## config.mk

```make
export PLATFORM = sky130hd
export DESIGN_NAME = load_store_unit
export DESIGN_NICKNAME = d
export VERILOG_FILES = /design/src/rtl/riscv_lsu_pkg.sv /design/src/rtl/lsu_align.sv /design/src/rtl/load_store_unit.sv
export SDC_FILE = /design/constraint.sdc
export NUM_CORES = 1
export LEC_CHECK = 0
export ABC_AREA = 0
export BUFFER_PORTS_ARGS = -buffer_cell sky130_fd_sc_hd__buf_4
export CAP_MARGIN = 10
export CORE_MARGIN = 3
export CORE_UTILIZATION = 48
export CTS_BUF_LIST = sky130_fd_sc_hd__clkbuf_16
export CTS_CLUSTER_SIZE = 40
export DETAILED_ROUTE_END_ITERATION = 10
export PLACE_DENSITY = 0.81
export SYNTH_ARGS = -nofsm -noshare
export SYNTH_HDL_FRONTEND = slang
export SYNTH_SLANG_ARGS = --single-unit
```

## constraint.sdc

```tcl
create_clock -name clk -period 1.84 [get_ports clk]
set_input_delay 0.368 -clock clk [delete_from_list [all_inputs] [get_ports clk]]
set_output_delay 0.368 -clock clk [all_outputs]
set_load 0.1 [all_outputs]
```

## src/rtl/riscv_lsu_pkg.sv

```systemverilog
// Shared encodings and the access-legality rule for the load/store unit.
package riscv_lsu_pkg;

  localparam logic [1:0] SZ_BYTE = 2'b00;
  localparam logic [1:0] SZ_HALF = 2'b01;
  localparam logic [1:0] SZ_WORD = 2'b10;

  typedef enum logic [1:0] {
    LSU_IDLE    = 2'b00,
    LSU_REQ     = 2'b01,
    LSU_WAIT_RV = 2'b10
  } lsu_state_e;

  // Natural alignment is required; size 2'b11 has no meaning.
  function automatic logic lsu_legal(input logic [1:0] size, input logic [1:0] addr_lo);
    logic ok;
    ok = 1'b0;
    case (size)
      SZ_BYTE: ok = 1'b1;
      SZ_HALF: ok = ~addr_lo[0];
      SZ_WORD: ok = (addr_lo == 2'b00);
      default: ok = 1'b0;
    endcase
    return ok;
  endfunction

endpackage

```

## src/rtl/lsu_align.sv

```systemverilog
// Byte-lane steering: store byte enables and lane replication, and
// load extraction with sign/zero extension.
module lsu_align
  import riscv_lsu_pkg::*;
(
  input  logic [1:0]  st_size,
  input  logic [1:0]  st_addr_lo,
  input  logic [31:0] st_wdata,
  input  logic [1:0]  ld_size,
  input  logic        ld_unsigned,
  input  logic [1:0]  ld_addr_lo,
  input  logic [31:0] ld_rdata,
  output logic [3:0]  st_be,
  output logic [31:0] st_lanes,
  output logic [31:0] ld_ext
);

  logic [31:0] ld_shift_s;

  // Store side: enables follow the byte offset, data is replicated on every lane.
  always_comb begin
    st_be    = 4'b0000;
    st_lanes = st_wdata;
    case (st_size)
      SZ_BYTE: begin
        st_be    = 4'b0001 << st_addr_lo;
        st_lanes = {4{st_wdata[7:0]}};
      end
      SZ_HALF: begin
        st_be    = 4'b0011 << st_addr_lo;
        st_lanes = {2{st_wdata[15:0]}};
      end
      SZ_WORD: begin
        st_be    = 4'b1111;
        st_lanes = st_wdata;
      end
      default: begin
        st_be    = 4'b0000;
        st_lanes = st_wdata;
      end
    endcase
  end

  // Load side: bring the addressed byte/half down to bit 0, then extend.
  always_comb begin
    ld_shift_s = ld_rdata >> {ld_addr_lo, 3'b000};
    ld_ext     = ld_rdata;
    case (ld_size)
      SZ_BYTE: ld_ext = ld_unsigned ? {24'h000000, ld_shift_s[7:0]}
                                    : {{24{ld_shift_s[7]}}, ld_shift_s[7:0]};
      SZ_HALF: ld_ext = ld_unsigned ? {16'h0000, ld_shift_s[15:0]}
                                    : {{16{ld_shift_s[15]}}, ld_shift_s[15:0]};
      SZ_WORD: ld_ext = ld_rdata;
      default: ld_ext = ld_rdata;
    endcase
  end

endmodule

```

## src/rtl/load_store_unit.sv

```systemverilog
// Load/store unit: one transaction at a time from execute to a req/gnt/rvalid
// data-memory port, with misaligned/illegal accesses rejected locally.
module load_store_unit
  import riscv_lsu_pkg::*;
#(
  parameter int ADDR_W = 32,
  parameter int DATA_W = 32
) (
  input  logic              clk,
  input  logic              rst,
  input  logic              ex_req_i,
  input  logic              ex_we_i,
  input  logic [1:0]        ex_size_i,
  input  logic              ex_unsigned_i,
  input  logic [ADDR_W-1:0] ex_addr_i,
  input  logic [DATA_W-1:0] ex_wdata_i,
  output logic              lsu_busy_o,
  output logic              lsu_done_o,
  output logic [DATA_W-1:0] lsu_rdata_o,
  output logic              lsu_err_o,
  output logic              data_req_o,
  input  logic              data_gnt_i,
  output logic [ADDR_W-1:0] data_addr_o,
  output logic              data_we_o,
  output logic [3:0]        data_be_o,
  output logic [DATA_W-1:0] data_wdata_o,
  input  logic              data_rvalid_i,
  input  logic [DATA_W-1:0] data_rdata_i
);

  lsu_state_e        state_r;
  logic              req_r;
  logic [ADDR_W-1:0] addr_r;
  logic              we_r;
  logic [3:0]        be_r;
  logic [DATA_W-1:0] wdata_r;
  logic [1:0]        size_r;
  logic              uns_r;
  logic [1:0]        addr_lo_r;
  logic              done_r;
  logic              err_r;
  logic [DATA_W-1:0] rdata_r;

  logic              legal_s;
  logic [3:0]        be_s;
  logic [DATA_W-1:0] lanes_s;
  logic [DATA_W-1:0] ext_s;

  assign legal_s = lsu_legal(ex_size_i, ex_addr_i[1:0]);

  // Store formatting uses the live execute inputs (captured at accept);
  // load extension uses the attributes latched with the request.
  lsu_align u_align (
    .st_size     (ex_size_i),
    .st_addr_lo  (ex_addr_i[1:0]),
    .st_wdata    (ex_wdata_i),
    .ld_size     (size_r),
    .ld_unsigned (uns_r),
    .ld_addr_lo  (addr_lo_r),
    .ld_rdata    (data_rdata_i),
    .st_be       (be_s),
    .st_lanes    (lanes_s),
    .ld_ext      (ext_s)
  );

  // Transaction FSM with all memory-side and result outputs registered.
  always_ff @(posedge clk) begin
    if (rst) begin
      state_r   <= LSU_IDLE;
      req_r     <= 1'b0;
      addr_r    <= {ADDR_W{1'b0}};
      we_r      <= 1'b0;
      be_r      <= 4'b0000;
      wdata_r   <= {DATA_W{1'b0}};
      size_r    <= 2'b00;
      uns_r     <= 1'b0;
      addr_lo_r <= 2'b00;
      done_r    <= 1'b0;
      err_r     <= 1'b0;
      rdata_r   <= {DATA_W{1'b0}};
    end else begin
      done_r <= 1'b0;
      err_r  <= 1'b0;
      case (state_r)
        LSU_IDLE: begin
          if (ex_req_i && legal_s) begin
            req_r     <= 1'b1;
            addr_r    <= {ex_addr_i[ADDR_W-1:2], 2'b00};
            we_r      <= ex_we_i;
            be_r      <= be_s;
            wdata_r   <= lanes_s;
            size_r    <= ex_size_i;
            uns_r     <= ex_unsigned_i;
            addr_lo_r <= ex_addr_i[1:0];
            state_r   <= LSU_REQ;
          end else if (ex_req_i) begin
            err_r <= 1'b1;
          end
        end
        LSU_REQ: begin
          if (data_gnt_i) begin
            req_r   <= 1'b0;
            state_r <= LSU_WAIT_RV;
          end
        end
        LSU_WAIT_RV: begin
          if (data_rvalid_i) begin
            done_r  <= 1'b1;
            if (!we_r) begin
              rdata_r <= ext_s;
            end
            state_r <= LSU_IDLE;
          end
        end
        default: begin
          req_r   <= 1'b0;
          state_r <= LSU_IDLE;
        end
      endcase
    end
  end

  assign lsu_busy_o   = (state_r != LSU_IDLE) | (ex_req_i & legal_s & (state_r == LSU_IDLE));
  assign lsu_done_o   = done_r;
  assign lsu_rdata_o  = rdata_r;
  assign lsu_err_o    = err_r;
  assign data_req_o   = req_r;
  assign data_addr_o  = addr_r;
  assign data_we_o    = we_r;
  assign data_be_o    = be_r;
  assign data_wdata_o = wdata_r;

endmodule

```

* After elaboration in Yosys (flattened, before gate mapping)
Cells that the tools add are included.
** Storage, ports and cells
- Flip-flop bits (word level) :: 109
- Output and inout port bits :: 105
** Cells by class
- Equal/unequal tests :: 8
- Shifts and indexed selects :: 3
- Mux-type cells :: 15
- Bitwise operators :: 7
- Reduce and logical (&&, ||, !) cells :: 12
** Operators by type and width (number)
- 32-bit case mux with 2 select lines :: 2
- 32-bit two-way mux :: 2
- 32-bit by 5-bit right shift with 16-bit output :: 1
- 4-bit case mux with 3 select lines :: 1
- 3-bit AND reduction :: 3
- 2-bit zero test :: 4
- 2-bit by 1-bit equality test with 1-bit output (second input constant) :: 3
- 2-bit two-way mux :: 3
- 2-bit != test (second input constant) :: 3
- 1-bit case mux with 3 select lines :: 2
- 2-bit case mux with 3 select lines :: 1
- 2-bit equality test (second input constant) :: 2
- 1-bit two-way mux :: 4
- 1-bit inverter :: 4
- 1-bit by 2-bit left shift with 4-bit output (first input constant) :: 1
- 2-bit by 2-bit left shift with 4-bit output (first input constant) :: 1
- 3-bit OR reduction :: 1
- 1-bit bitwise AND :: 2
- 2-bit AND reduction :: 1
- 2-bit nonzero test :: 1
- 2-bit OR reduction :: 1
- 1-bit logical AND :: 1
- 1-bit OR :: 1

* Longest topological paths before layout
Gate-level depths: netlist (run 1).
- Depth in word-level cells :: 5
- Gate-level depth with buffers :: 8
- Gate-level depth less buffers :: 4

* By module
A second synthesis (run 1) with hierarchy kept.
** Unflattened totals
- Cell total of the unflattened synthesis :: 659
- Area, all modules :: 5522.8 µm²
** By module, submodules not included
- load_store_unit :: instances 1, cells each 483, area each 4302.9 µm², sequential area each 2182.1 µm²
- lsu_align :: instances 1, cells each 176, area each 1219.9 µm², sequential area each 0.0 µm²

* Worst setup path before layout (run 1)
No wires, ideal clock.
- Kind :: in2out
- Start :: input ex_size_i[0]
- End :: output lsu_busy_o
- Arrival :: 1.514 ns
- Required time :: 1.472 ns
- Slack :: -0.042 ns
- Stages :: 4
- Path buffers :: 1
- Cell sequence :: buf_2 -> nor3_2 -> o21ai_0 -> nand2_1
** Between the ends
- Longest elaborated chain between the ends :: 5
** RTL lines
- from (decl) :: RTL line load_store_unit.sv:13 : input logic [1:0] ex_size_i,
- 2-bit equality test (tied with other cells) :: RTL line riscv_lsu_pkg.sv:18 : case (size)
- 1-bit case mux with 3 select lines * :: RTL line riscv_lsu_pkg.sv:18
- 1-bit bitwise AND * (2 in a row) :: RTL line load_store_unit.sv:123 : assign lsu_busy_o = (state_r != LSU_IDLE) | (ex_req_i & legal_s & (state_r == LSU_IDLE));
- 1-bit OR * :: RTL line load_store_unit.sv:123
- to (decl) :: RTL line load_store_unit.sv:17 : output logic lsu_busy_o,
Mark *: on every way between the ends. The rest lies on a longest branch, timed or not.

* Worst setup path after layout (run 1)
- Start :: input ex_addr_i[0]
- End :: output lsu_busy_o
** Between the ends
- Longest elaborated chain between the ends :: 5
** RTL lines
- from (decl) :: RTL line load_store_unit.sv:15 : input logic [ADDR_W-1:0] ex_addr_i,
- 2-bit zero test / 1-bit inverter (equally long branches) :: RTL line riscv_lsu_pkg.sv:21, riscv_lsu_pkg.sv:20
- 1-bit case mux with 3 select lines * :: RTL line riscv_lsu_pkg.sv:18
- 1-bit bitwise AND * (2 in a row) :: RTL line load_store_unit.sv:123
- 1-bit OR * :: RTL line load_store_unit.sv:123
Marks and branches as above.

==> qor.txt, run 1 <==
Clock tree from TritonCTS - built
Status - complete, no violations
R2R setup slack - 0.16 ns
Pwr dens - 916 mW/mm2
#FFs+latches synth - 109
Asr flop ratio synth - 0
GR Overflow Total - 0
Syn avg cell area - 8.29 um2
DR pass1 iterations - 5
Chip width - 107 um
Worst-path fanout max - 7
Total CTS buffers - 9
Gate Count Post-Synth - 585
Post-Synth XOR/XNOR Area - 0
CP required - 1.47 ns
Routed WL per cell - 16.0 um
Vias per cell - 5.40
Largest net degree at the start of global routing - 46
Utilization after layout - 0.700
Layout cell share with drive strength beyond 1 - 0.355
Commonest cells after routing, fill and taps aside - buf_4, nand2_1, dfxtp_1
Final period util - 0.945
Mux contribution to synthesized area - 0.0604
1st-iter DRT viols - 243
IO Count - 210
Gr usage total - 0.247
Hold crit path type - primary input to flip-flop
Slew HR - 0.640
Final WS setup - 0.101 ns
Compound-Gate Fraction of Synth Area - 0.237
Adder-cell share of the synthesized area - 0
Post-layout power - 6.30 mW
Max-cap viol count - 0
Port bufs - 207
Seq/Total Area, Yosys - 0.450
Setup TNS - 0 ns
Crit path kind - primary input to output port
Final setup fails - 0
Hold depth - 3
Critical path endpoint category - output port
Ant. Diodes - 0
# DRC - 0
Post-synth cell types - 35
Post-synth EDFFs - 0
Layout Cell Area excl Fill - 0.00687 mm2
Peak VDD IR - 0.610 mV
Hold Buf Count CTS - 0
Via count - 4,901
CTS root buffer - clkbuf_16
Clock Pin Slew Worst Setup and Hold Paths - 0.07 ns
First-pass GRT wire length - 22,700 um
Final Critical Period - 1.74 ns
Clk buf depth - 2
Routed Antenna Nets - 0
Synth Area in Simple Gates - 0.195
WHS - 0.271 ns
# Post-CTS Setup Buffers - 0
Fin nets - 875
Least-Margin Pin Slew - 0.540 ns
Dpl ws - 0.0294 ns
DP Cell Count - 892
H-tree Lvls - 3
Largest family of logic cells by synthesized area - compound AO/OA/AOI/OAI gates
Clock Skew - 0.00352 ns
Final hold vios - 0
Die area - 0.0113 mm2
CP startpoint kind - primary input
HPWL after DPL - 10,800 um
P_leak - 2.80 nW
Max Slew Vio Count - 0
Vias in the first global route - 4,667
Final wirelength - 14,500 um
Ys Warns - 0
Clk_lat worst skew - 0.34 ns
DP Area - 0.00653 mm2
Initial antenna violation count - 0
Synthesized area - 0.00485 mm2
GPL Wtd Cong - 0.902
Non-filler cells, final - 908
Reg2Reg Depth - 5
Achievable frequency - 0.575 GHz
Clk sink count - 109
RSZ-0062 raised after global routing - false
Core Rows - 36
Layout area overhead - 41.7%
Synth Flop Type - dfxtp_1
Core Area - 0.00982 mm2
Arr. time, crit path - 1.37 ns
Die height - 107 um
Most common cell after layout, fill and taps aside - buf_4
Initial Utilization - 0.494
Yosys cell counts, drive strengths merged, types with 7 or more instances:
| library cell | instances | area, um2 |
|---|---|---|
| dfxtp | 109 | 2180 |
| o21ai | 18 | 90.1 |
| mux2i | 27 | 270 |
| nand2 | 150 | 563 |
| buf | 33 | 194 |
| a2bb2oi | 7 | 61.3 |
| a211oi | 33 | 343 |
| a21oi | 67 | 354 |
| clkbuf | 21 | 78.8 |
| nand3b | 10 | 75.1 |
| o221ai | 7 | 61.3 |
| o211ai | 18 | 140 |
| nor2 | 53 | 199 |
| a311oi | 9 | 78.8 |
| nor3 | 8 | 45.0 |
sequential cells by signal, summed over array words and instances (netlist names):
| signal | count |
|---|---|
| data_req_o | 1 |
| uns_r | 1 |
| lsu_err_o | 1 |
| data_wdata_o | 32 |
| data_be_o | 4 |
| data_addr_o | 30 |
| state_r | 2 |
| size_r | 2 |
| addr_lo_r | 2 |
| data_we_o | 1 |
| lsu_rdata_o | 32 |
| lsu_done_o | 1 |
cell families (layout without fill, tap and decap cells):
| group | count (synthesis) | in the layout |
|---|---|---|
| compound gates | 161 | 161 |
| buf+inv | 55 | 244 |
| flops | 109 | 109 |
| mux | 29 | 29 |
| other cells | 1 | 2 |
| simple gates | 230 | 230 |
where the power goes:
| group | switching [mW] | total, mW | internal (mW) | leakage, nW |
|---|---|---|---|---|
| Combinational | 1.24 | 1.72 | 0.483 | 1.76 |
| Sequential | 0.0676 | 2.54 | 2.47 | 0.887 |
| Clock | 0.854 | 2.04 | 1.19 | 0.149 |
| Total | 2.16 | 6.30 | 4.14 | 2.80 |
final timing paths:
kind	start	to
worst max-delay path	ex_addr_i[0]	lsu_busy_o
worst min-delay path	ex_unsigned_i	uns_r$_SDFFE_PP0P_
worst max register to register	addr_lo_r[1]$_SDFFE_PP0P_	lsu_rdata_o[15]$_SDFFE_PP0P_
worst min register to register	data_addr_o[8]$_SDFFE_PP0P_	data_addr_o[8]$_SDFFE_PP0P_
timing repair:
action | in CTS | in global routing
hold endpoints to repair | 0 | 0
setup endpoints to repair | 0 | 11
gates resized for setup | 0 | 4
layout make-up:
type                            count  area (um2)
Sequential cell                   109        2180
Tap cell                          133         166
Clock buffer                        9         225
Multi-Input combinational cell    422        2430
Fill cell                         810        2950
Inverter                            1        3.75
Clock inverter                      7        91.3
Timing Repair Buffer              227        1770
metal layers:
layer / global-route usage / share of wire / vias to the layer above
li1: - / - / 2381
met3: 0.0510 / 0.079 / 29
met5: 0 / 0 / -
met2: 0.426 / 0.50 / 222
met4: 0.0977 / 0.022 / 0
met1: 0.302 / 0.40 / 2269
worst max-delay path, cell delays in order:
cell and delay, ns:
buf_4 0.14, a21oi_2 0.27, o21ai_0 0.20, nand2_2 0.10, buf_4 0.29
(Power assumes the default switching activity.)
==> inputs of run 2 (changes only) <==
clock period = 1.8 ns   (was 1.84 ns; I/O delays follow)
==> qor.txt, run 2 (same netlist as run 1, synthesis figures left out) <==
Status - complete, no violations
Power share of the clock group - 0.313
Filler instances - 793
Worst-path fanout max - 7
Most common cell after layout, fill and taps aside - buf_4
Layout Cell Area excl Fill - 0.00688 mm2
Layout area overhead - 41.8%
Clock Skew - 0.00491 ns
Port bufs - 207
Hold crit path type - primary input to flip-flop
Net Sw Frac - 0.352
DR WL met3 - 1120 um
DR pass1 iterations - 4
P_leak - 2.81 nW
Total CTS buffers - 9
Final wirelength - 14,800 um
Final WS setup - 0.0737 ns
Max layer used - met4
Hold path start - ex_addr_i[25]
Register share of total power - 0.409
Critical path endpoint category - output port
Die height - 107 um
Met2 WL - 7370 um
Gr usage total - 0.254
# DRC - 0
First-pass GRT wire length - 23,200 um
R2R setup slack - 0.12 ns
Clock tree from TritonCTS - built
RSZ-0062 raised after global routing - false
Post-layout power - 6.35 mW
CP startpoint kind - primary input
1st-iter DRT viols - 200
Final period util - 0.959
Peak VDD IR - 0.505 mV
Clk_lat worst skew - 0.34 ns
Clk buf depth - 2
DP Cell Count - 893
Non-filler cells, final - 909
Die area - 0.0113 mm2
Chip width - 107 um
Reg2Reg Depth - 5
Clk sink count - 109
R2R Path End - lsu_rdata_o[15]$_SDFFE_PP0P_
Final Critical Period - 1.73 ns
Power share of the combinational group - 0.279
IO Count - 210
Ant. Diodes - 0
Via count - 4,854
Final setup fails - 0
Largest net degree at the start of global routing - 48
CP required - 1.44 ns
Met1 WL - 6000 um
Hold depth - 3
Fin nets - 876
Achievable frequency - 0.579 GHz
Setup TNS - 0 ns
Initial Utilization - 0.494
Core Rows - 36
Core Area - 0.00982 mm2
GPL Wtd Cong - 0.881
Max Slew Vio Count - 0
Internal - 4.11 mW
Hold endpoint - data_addr_o[25]$_SDFFE_PP0P_
WHS - 0.261 ns
Vias in the first global route - 4,674
Initial antenna violation count - 0
Routed WL per cell - 16.2 um
FF-to-FF Start - addr_lo_r[1]$_SDFFE_PP0P_
Arr. time, crit path - 1.37 ns
Crit path kind - primary input to output port
Psw - 2.23 mW
H-tree Lvls - 3
Max-cap viol count - 0
Utilization after layout - 0.700
Routed Antenna Nets - 0
Vias per cell - 5.34
Clock Pin Slew Worst Setup and Hold Paths - 0.07 ns
HPWL after DPL - 11,000 um
Pwr dens - 923 mW/mm2
Commonest cells after routing, fill and taps aside - buf_4, nand2_1, dfxtp_1
GR Overflow Total - 0
Final hold vios - 0
Dpl ws - 0.0698 ns
Layout cell share with drive strength beyond 1 - 0.356
DP Area - 0.00657 mm2
CTS root buffer - clkbuf_16
-- run 2: cell count changes in the layout (fill, tap and decap cells not counted), sizes merged --
| cell | before | now |
|---|---|---|
| clkinv | 1 | 3 |
| buf | 227 | 228 |
| clkinvlp | 3 | 1 |
| bufinv | 2 | 1 |
| inv | 2 | 3 |
-- run 2: layout make-up --
type,count,area [um2],share of cell area
clock buffer,9,225,0.0328
inverter,1,3.75,0.000546
multi-input combinational,422,2420,0.352
tap,133,166,0.0242
sequential,109,2180,0.318
timing repair buffer,228,1800,0.262
clock inverter,7,76.3,0.0111
-- run 2: how the worst max path moves through the flow --
stage	from	to	slack [ns]	cells after the start
5_1_grt	ex_size_i[0]	lsu_busy_o	0.004	5
4_1_cts	state_r[0]$_SDFFE_PP0P_	lsu_busy_o	0.06	4
2_1_floorplan	ex_size_i[0]	lsu_busy_o	0.18	4
3_3_place_gp	ex_size_i[0]	lsu_busy_o	0.14	5
6_report	ex_size_i[0]	lsu_busy_o	0.07	5
3_5_place_dp	ex_size_i[0]	lsu_busy_o	0.07	5
-- run 2: per-layer routing --
layer | GRT usage | vias to the layer above
li1 | - | 2388
met1 | 0.321 | 2266
met2 | 0.432 | 179
met3 | 0.0644 | 21
met4 | 0.0667 | 0
met5 | 0 | -
-- run 2: what timing repair did --
action | 4_1_cts | 5_1_grt
hold endpoints to repair | 0 | 0
resized for setup | 1 | 1
hold buffers | 0 | 0
endpoints found under the setup margin | 1 | 6
gates cloned | 0 | 0
buffers inserted | 0 | 0
-- run 2: worst max-delay path, cell delays in order --
cell     delay, ns
buf_4         0.14
a21oi_2       0.26
o21ai_0       0.21
nand2_2       0.10
buf_4         0.29
-- run 2: power groups by stage --
| stage | Clock (mW) | Sequential (mW) | Combinational, mW |
|---|---|---|---|
| final | 1.98 | 2.59 | 1.77 |
| after global routing | 2.13 | 2.61 | 1.85 |
| after CTS | 2.02 | 2.59 | 1.77 |
| after detailed placement | 0 | 2.65 | 1.76 |
| after global placement | 0 | 2.64 | 1.74 |
| after floorplan | 0 | 3.39 | 0.497 |
